[src/rtl/sv_trigger_gen.sv]
// sv_trigger_gen: camera/acquisition trigger generator.
// Two asynchronous event sources are synchronised and edge-detected. The
// synchronised en_enc level selects the source: the external line, or
// encoder steps divided by ENC_DIV. A candidate event starts a fixed-width
// o_trigger pulse. A holdoff window follows each pulse. Events that arrive
// while a pulse or holdoff is active are dropped, not queued.
//
// Event handshake: w_cand is a single-cycle strobe registered into r_cand.
// The output FSM consumes r_cand only in S_IDLE and never back-pressures
// the sources. The FSM state is visible on r_state for external checkers.
module sv_trigger_gen #(
  parameter int SYNC_STAGES = 2,
  parameter int PULSE_WIDTH = 4,
  parameter int HOLDOFF     = 8,
  parameter int ENC_DIV     = 1
) (
  input  logic i_clk,
  input  logic i_aresetn,
  input  logic ext_input,
  input  logic encoder_step_input,
  input  logic en_enc_input,
  output logic o_trigger
);

  localparam int STEP_W = (ENC_DIV > 1) ? $clog2(ENC_DIV) : 1;
  localparam int CMAX   = (PULSE_WIDTH > HOLDOFF) ? PULSE_WIDTH : HOLDOFF;
  localparam int CNT_W  = (CMAX > 1) ? $clog2(CMAX) : 1;

  localparam logic [STEP_W-1:0] STEP_MAX = STEP_W'(ENC_DIV - 1);
  localparam logic [CNT_W-1:0]  PW_LOAD  = CNT_W'(PULSE_WIDTH - 1);
  localparam logic [CNT_W-1:0]  HO_LOAD  = CNT_W'((HOLDOFF > 0) ? HOLDOFF - 1 : 0);

  typedef enum logic [1:0] {
    S_IDLE  = 2'd0,
    S_PULSE = 2'd1,
    S_HOLD  = 2'd2
  } state_t;

  logic [SYNC_STAGES-1:0] r_ext_sync;
  logic [SYNC_STAGES-1:0] r_enc_sync;
  logic [SYNC_STAGES-1:0] r_en_sync;
  logic                   r_ext_prev;
  logic                   r_enc_prev;
  logic [STEP_W-1:0]      r_step_cnt;
  logic                   r_cand;
  state_t                 r_state;
  logic [CNT_W-1:0]       r_cnt;
  logic                   r_trigger;

  logic                   w_ext_s;
  logic                   w_enc_s;
  logic                   w_en_s;
  logic                   w_ext_rise;
  logic                   w_enc_rise;
  logic                   w_enc_evt;
  logic                   w_cand;
  state_t                 w_next_state;
  logic [CNT_W-1:0]       w_cnt_next;
  logic                   w_trig_next;

  // Synchroniser chains, one per asynchronous input; the MSB is the synchronised value
  always_ff @(posedge i_clk) begin
    if (i_aresetn) begin
      r_ext_sync <= '0;
      r_enc_sync <= '0;
      r_en_sync  <= '0;
    end else begin
      r_ext_sync <= {r_ext_sync[SYNC_STAGES-2:0], ext_input};
      r_enc_sync <= {r_enc_sync[SYNC_STAGES-2:0], encoder_step_input};
      r_en_sync  <= {r_en_sync[SYNC_STAGES-2:0], en_enc_input};
    end
  end

  assign w_ext_s    = r_ext_sync[SYNC_STAGES-1];
  assign w_enc_s    = r_enc_sync[SYNC_STAGES-1];
  assign w_en_s     = r_en_sync[SYNC_STAGES-1];
  assign w_ext_rise = w_ext_s & ~r_ext_prev;
  assign w_enc_rise = w_enc_s & ~r_enc_prev;

  // Previous synchronised values for rising-edge detection
  always_ff @(posedge i_clk) begin
    if (i_aresetn) begin
      r_ext_prev <= 1'b0;
      r_enc_prev <= 1'b0;
    end else begin
      r_ext_prev <= w_ext_s;
      r_enc_prev <= w_enc_s;
    end
  end

  // Encoder step divider: counts while in encoder mode and wraps on the ENC_DIV-th step.
  // It keeps counting during pulse and holdoff and clears whenever external mode is selected.
  always_ff @(posedge i_clk) begin
    if (i_aresetn) begin
      r_step_cnt <= '0;
    end else if (!w_en_s) begin
      r_step_cnt <= '0;
    end else if (w_enc_rise) begin
      r_step_cnt <= (r_step_cnt == STEP_MAX) ? '0 : r_step_cnt + 1'b1;
    end
  end

  assign w_enc_evt = w_enc_rise & (r_step_cnt == STEP_MAX);
  assign w_cand    = w_en_s ? w_enc_evt : w_ext_rise;

  // Registered candidate event; the extra stage gives the input-to-trigger latency of SYNC_STAGES+1
  always_ff @(posedge i_clk) begin
    if (i_aresetn) r_cand <= 1'b0;
    else           r_cand <= w_cand;
  end

  // FSM state register and shared pulse/holdoff down-counter
  always_ff @(posedge i_clk) begin
    if (i_aresetn) begin
      r_state <= S_IDLE;
      r_cnt   <= '0;
    end else begin
      r_state <= w_next_state;
      r_cnt   <= w_cnt_next;
    end
  end

  // Next-state logic; the counter is loaded on entry to PULSE and HOLD and decremented otherwise
  always_comb begin
    w_next_state = r_state;
    w_cnt_next   = (r_cnt != '0) ? r_cnt - 1'b1 : '0;
    case (r_state)
      S_IDLE: begin
        if (r_cand) begin
          w_next_state = S_PULSE;
          w_cnt_next   = PW_LOAD;
        end
      end
      S_PULSE: begin
        if (r_cnt == '0) begin
          if (HOLDOFF == 0) begin
            w_next_state = S_IDLE;
          end else begin
            w_next_state = S_HOLD;
            w_cnt_next   = HO_LOAD;
          end
        end
      end
      S_HOLD: begin
        if (r_cnt == '0) w_next_state = S_IDLE;
      end
      default: begin
        w_next_state = S_IDLE;
        w_cnt_next   = '0;
      end
    endcase
  end

  // Output decode: the trigger is high exactly while the FSM is in PULSE
  always_comb begin
    w_trig_next = (w_next_state == S_PULSE);
  end

  // Registered trigger output; reset drops it on the same edge
  always_ff @(posedge i_clk) begin
    if (i_aresetn) r_trigger <= 1'b0;
    else           r_trigger <= w_trig_next;
  end

  assign o_trigger = r_trigger;

endmodule

[config.mk]
export PLATFORM = sky130hd
export DESIGN_NAME = sv_trigger_gen
export DESIGN_NICKNAME = d
export VERILOG_FILES = /design/src/rtl/sv_trigger_gen.sv
export SDC_FILE = /design/constraint.sdc
export NUM_CORES = 1
export LEC_CHECK = 0
export CORE_AREA = 3 3 40 42
export CTS_BUF_LIST = sky130_fd_sc_hd__clkbuf_2
export DETAILED_ROUTE_END_ITERATION = 8
export DIE_AREA = 0 0 43 45
export PLACE_DENSITY = 0.7
export SLEW_MARGIN = 25
export SYNTH_ARGS = -nofsm -noshare
export SYNTH_HDL_FRONTEND = slang
export SYNTH_SLANG_ARGS = --single-unit
[constraint.sdc]
create_clock -name i_clk -period 0.9 [get_ports i_clk]
set_input_delay 0.18 -clock i_clk [delete_from_list [all_inputs] [get_ports i_clk]]
set_output_delay 0.18 -clock i_clk [all_outputs]
set_load 0.005 [all_outputs]
==> results of run 1 <==
[cell type report]
class,count,area (um2),area share (%)
Inverter,1,3.75,0.542
Clock inverter,1,5.00,0.722
Sequential cell,15,310,44.8
Multi-Input combinational cell,36,243,35.0
Tap cell,15,18.8,2.71
Timing Repair Buffer,12,97.6,14.1
Clock buffer,3,15.0,2.17
[worst min-delay path by stage]
stage | start | end | slack, ns | depth (start not counted)
6_report | encoder_step_input | r_enc_sync[0]$_SDFF_PP0_ | 0.44 | 2
3_3_place_gp | r_ext_sync[0]$_SDFF_PP0_ | r_ext_sync[1]$_SDFF_PP0_ | 0.42 | 1
4_1_cts | encoder_step_input | r_enc_sync[0]$_SDFF_PP0_ | 0.43 | 2
3_5_place_dp | r_ext_sync[0]$_SDFF_PP0_ | r_ext_sync[1]$_SDFF_PP0_ | 0.43 | 1
5_1_grt | encoder_step_input | r_enc_sync[0]$_SDFF_PP0_ | 0.43 | 2
2_1_floorplan | i_aresetn | r_ext_prev$_SDFF_PP0_ | 0.26 | 1
[cells by family after synthesis]
group           Yosys count
simple gates             21
flops                    15
compound gates           15
buf+inv                   3
[state kept, by name (all words and copies together), names as in the netlist]
| name | flops |
|---|---|
| r_state | 2 |
| r_cnt | 3 |
| r_en_sync | 2 |
| o_trigger | 1 |
| r_enc_prev | 1 |
| r_cand | 1 |
| r_enc_sync | 2 |
| r_ext_prev | 1 |
| r_ext_sync | 2 |
[per-stage QoR]
step	cell area, um2	util [%]	TNS, ns	power (uW)	hold WS, ns
after floorplan	553	-	-0.0437	787	0.263
after global placement	658	51.2	-2.90	842	0.419
after detailed placement	658	51.2	-3.02	845	0.428
after CTS	678	52.8	-0.298	1150	0.427
after global routing	693	53.9	-0.667	1210	0.432
final	693	53.9	-0.294	1140	0.438
[where the power goes]
group          switching (uW)  internal, uW
Clock                     206           101
Combinational            45.9          71.4
Sequential               25.9           690
Total                     277           863
[metal layers]
layer  wire (um)  track usage [%]
met1         419             12.1
met2         418             17.7
met3          33             3.59
met4           0             3.61
met5           0                0
[what timing repair did]
action | in CTS | in global routing
gates resized for setup | 8 | 7
cloned | 0 | 0
endpoints found under the setup margin | 7 | 7
[placed cells by master (no fill, tap or decap), types with 2 or more instances in the layout]
cell type        instances
a21oi_1                  4
and2b_1                  2
buf_4                    7
clkbuf_2                 3
clkdlybuf4s50_1          4
dfxtp_1                 11
dfxtp_2                  2
dfxtp_4                  2
nor2_1                   4
nor2b_1                 10
o21ai_1                  5
[worst max-delay path, delay by kind of cell (launching register included)]
| kind | cells | cell delay [ns] |
|---|---|---|
| DFF | 1 | 0.40 |
| AOI/OAI and AO/OA | 1 | 0.21 |
| and+or+nand+nor | 2 | 0.30 |
==> key figures, run 1 <==
Worst setup path
  – CP cell instances: nor3_4 > nor4_1 > a31o_2
  – CP arrival: approximately 1.2 ns
  – CP Capture Type: flip-flop
  – Crit path capture: r_state[1]$_SDFF_PP0_
  – Worst Reg-to-Reg Cells: 3
  – R2R Path Start: r_cnt[0]$_SDFF_PP0_
  – Startpoint Class: flip-flop
  – Internal reg-to-reg setup slack: -0.11 ns
  – Kind of critical path: reg -> reg
  – Worst EP required: ~1.1 ns
  – Slowest stage cell on the critical path: dfxtp_4
  – CP max FO: 5
  – Reg-to-reg endpoint: r_state[1]$_SDFF_PP0_
  – Crit path launch: r_cnt[0]$_SDFF_PP0_
  – Slowest stage delay, CP: roughly 0.40 ns

CTS
  – Clock latency on the worst-skew pair: about 0.27 ns
  – CTS Hold Buffers Added: 0
  – Total CTS buffers: 3
  – Post-CTS setup buffer count: 0
  – Root buf cell: clkbuf_2
  – Clk buf depth: 2
  – CTS Sinks: 15
  – CTS tree: yes
  – CTS clock-pin slew for the worst setup and hold paths: approximately 0.15 ns
  – H-tree depth: 1

Global route
  – Overflow after GRT: 0
  – Vias in the first global route: about 380
  – Tot GR Track Use: roughly a tenth
  – First-pass GRT wire length: 1470 um
  – Initial antenna violation count: 0
  – Pin count of the biggest net entering global routing: 10

Synth
  – Leading area contributor after synthesis: dfxtp_1
  – Async S/R FF share, synth: 0%
  – Mapped Nets: slightly below 60
  – Most instantiated cells after synthesis: dfxtp_1 (15), nor2b_1 (10), a21oi_1 (5), o21ai_0 (5), nor2_1 (4)
  – Largest family of logic cells by synthesized area: simple AND/OR/NAND/NOR gates
  – Yosys warnings: 0
  – Post-Synth Simple-Gate Area: between 20% and 30%
  – Avg Cell Area, Syn: approximately 10 um2
  – Mapped Cells: 54
  – Mapped cell area: 551 um2
  – FF+latch count, synth: 15
  – Top-area cell type share of the netlist area: between 50% and 60%
  – Largest cells by area after synthesis: dfxtp_1 (55%), nor2b_1 (11%), a21oi_1 (4.5%), o21ai_0 (4.5%), nor3_4 (3.0%)
  – Synth Area in Compound Gates: around 16%
  – Synth unique cells: 19
  – Post-synthesis mux area share: 0%
  – Ys flop type: dfxtp_1
  – Top-count cell post-synth: dfxtp_1
  – Post-Synth XOR/XNOR Area: 0%
  – Register area share after synthesis: a little over half
  – Adder-Cell Fraction of Synth Area: 0%
  – Number of synthesized flops with an enable pin: 0

Timing
  – Fin. max-slew vios: 0
  – Final worst-path cycle share: 112%
  – Worst clock skew: between 0.01 and 0.015 ns
  – Fin. Hold Viols: 0
  – Endpoints failing setup: 6
  – Setup WS post-layout: -0.109 ns
  – Fmax: between 0.9 and 1 GHz
  – RSZ-0062 raised after global routing: true
  – Min Tclk post-route: between 1 and 1.5 ns
  – Slew HR: a little under nine tenths
  – Actual slew at the worst max-slew pin: approximately 0.21 ns

Finish
  – Nets: 74
  – Share of cells above drive strength 1: 29.4%
  – Area grow syn2layout: 25.9%
  – Fin cells: 83
  – Antenna diodes: 0
  – Fillers: ~110

Die
  – Initial Util: between 40% and 50%
  – Die width: between 40 and 50 um
  – Die height: 45 um
  – Num ports: 6
  – Row cnt: 13
  – Core Area: around 1300 um2
  – Die area: roughly 1900 um2

Flow run
  – # Max-Cap Violations: 0

Route
  – Pre-antenna DRT Iters: 3
  – Average via count per standard cell: about 5
  – Final ANT Viol Nets: 0
  – DRC viols: 0
  – Final wirelength: roughly 870 um
  – Iter 0 DRT Violations: 4
  – Total number of vias: 417
  – Drt wl/cell: 10.5 um

Power
  – P per Cell Area: 1640 nW/um2
  – Worst vdd ir: just over 900 uV
  – Leak: ~0.00027 uW

Placement
  – Placed cells: between 70 and 80
  – IO Port Bufs: 5
  – Final Wtd Congestion: 0.707
  – DP HPWL: ~690 um
  – Pre-CTS setup slack: -0.306 ns

Run status
  – Run status: finished with violations
  – Failing checks: setup timing

Min path
  – Worst Hold Class: in -> reg
Power figures use the tool's default switching activity.
==> run 2: changes to the inputs <==
--- a/config.mk
+++ b/config.mk
@@ -10,7 +10,6 @@
 export DETAILED_ROUTE_END_ITERATION = 8
 export DIE_AREA = 0 0 43 45
 export PLACE_DENSITY = 0.7
-export SLEW_MARGIN = 25
 export SYNTH_ARGS = -nofsm -noshare
 export SYNTH_HDL_FRONTEND = slang
 export SYNTH_SLANG_ARGS = --single-unit
==> results of run 2 <==
The final DEF is identical to that of run 1; final timing and power are the same.
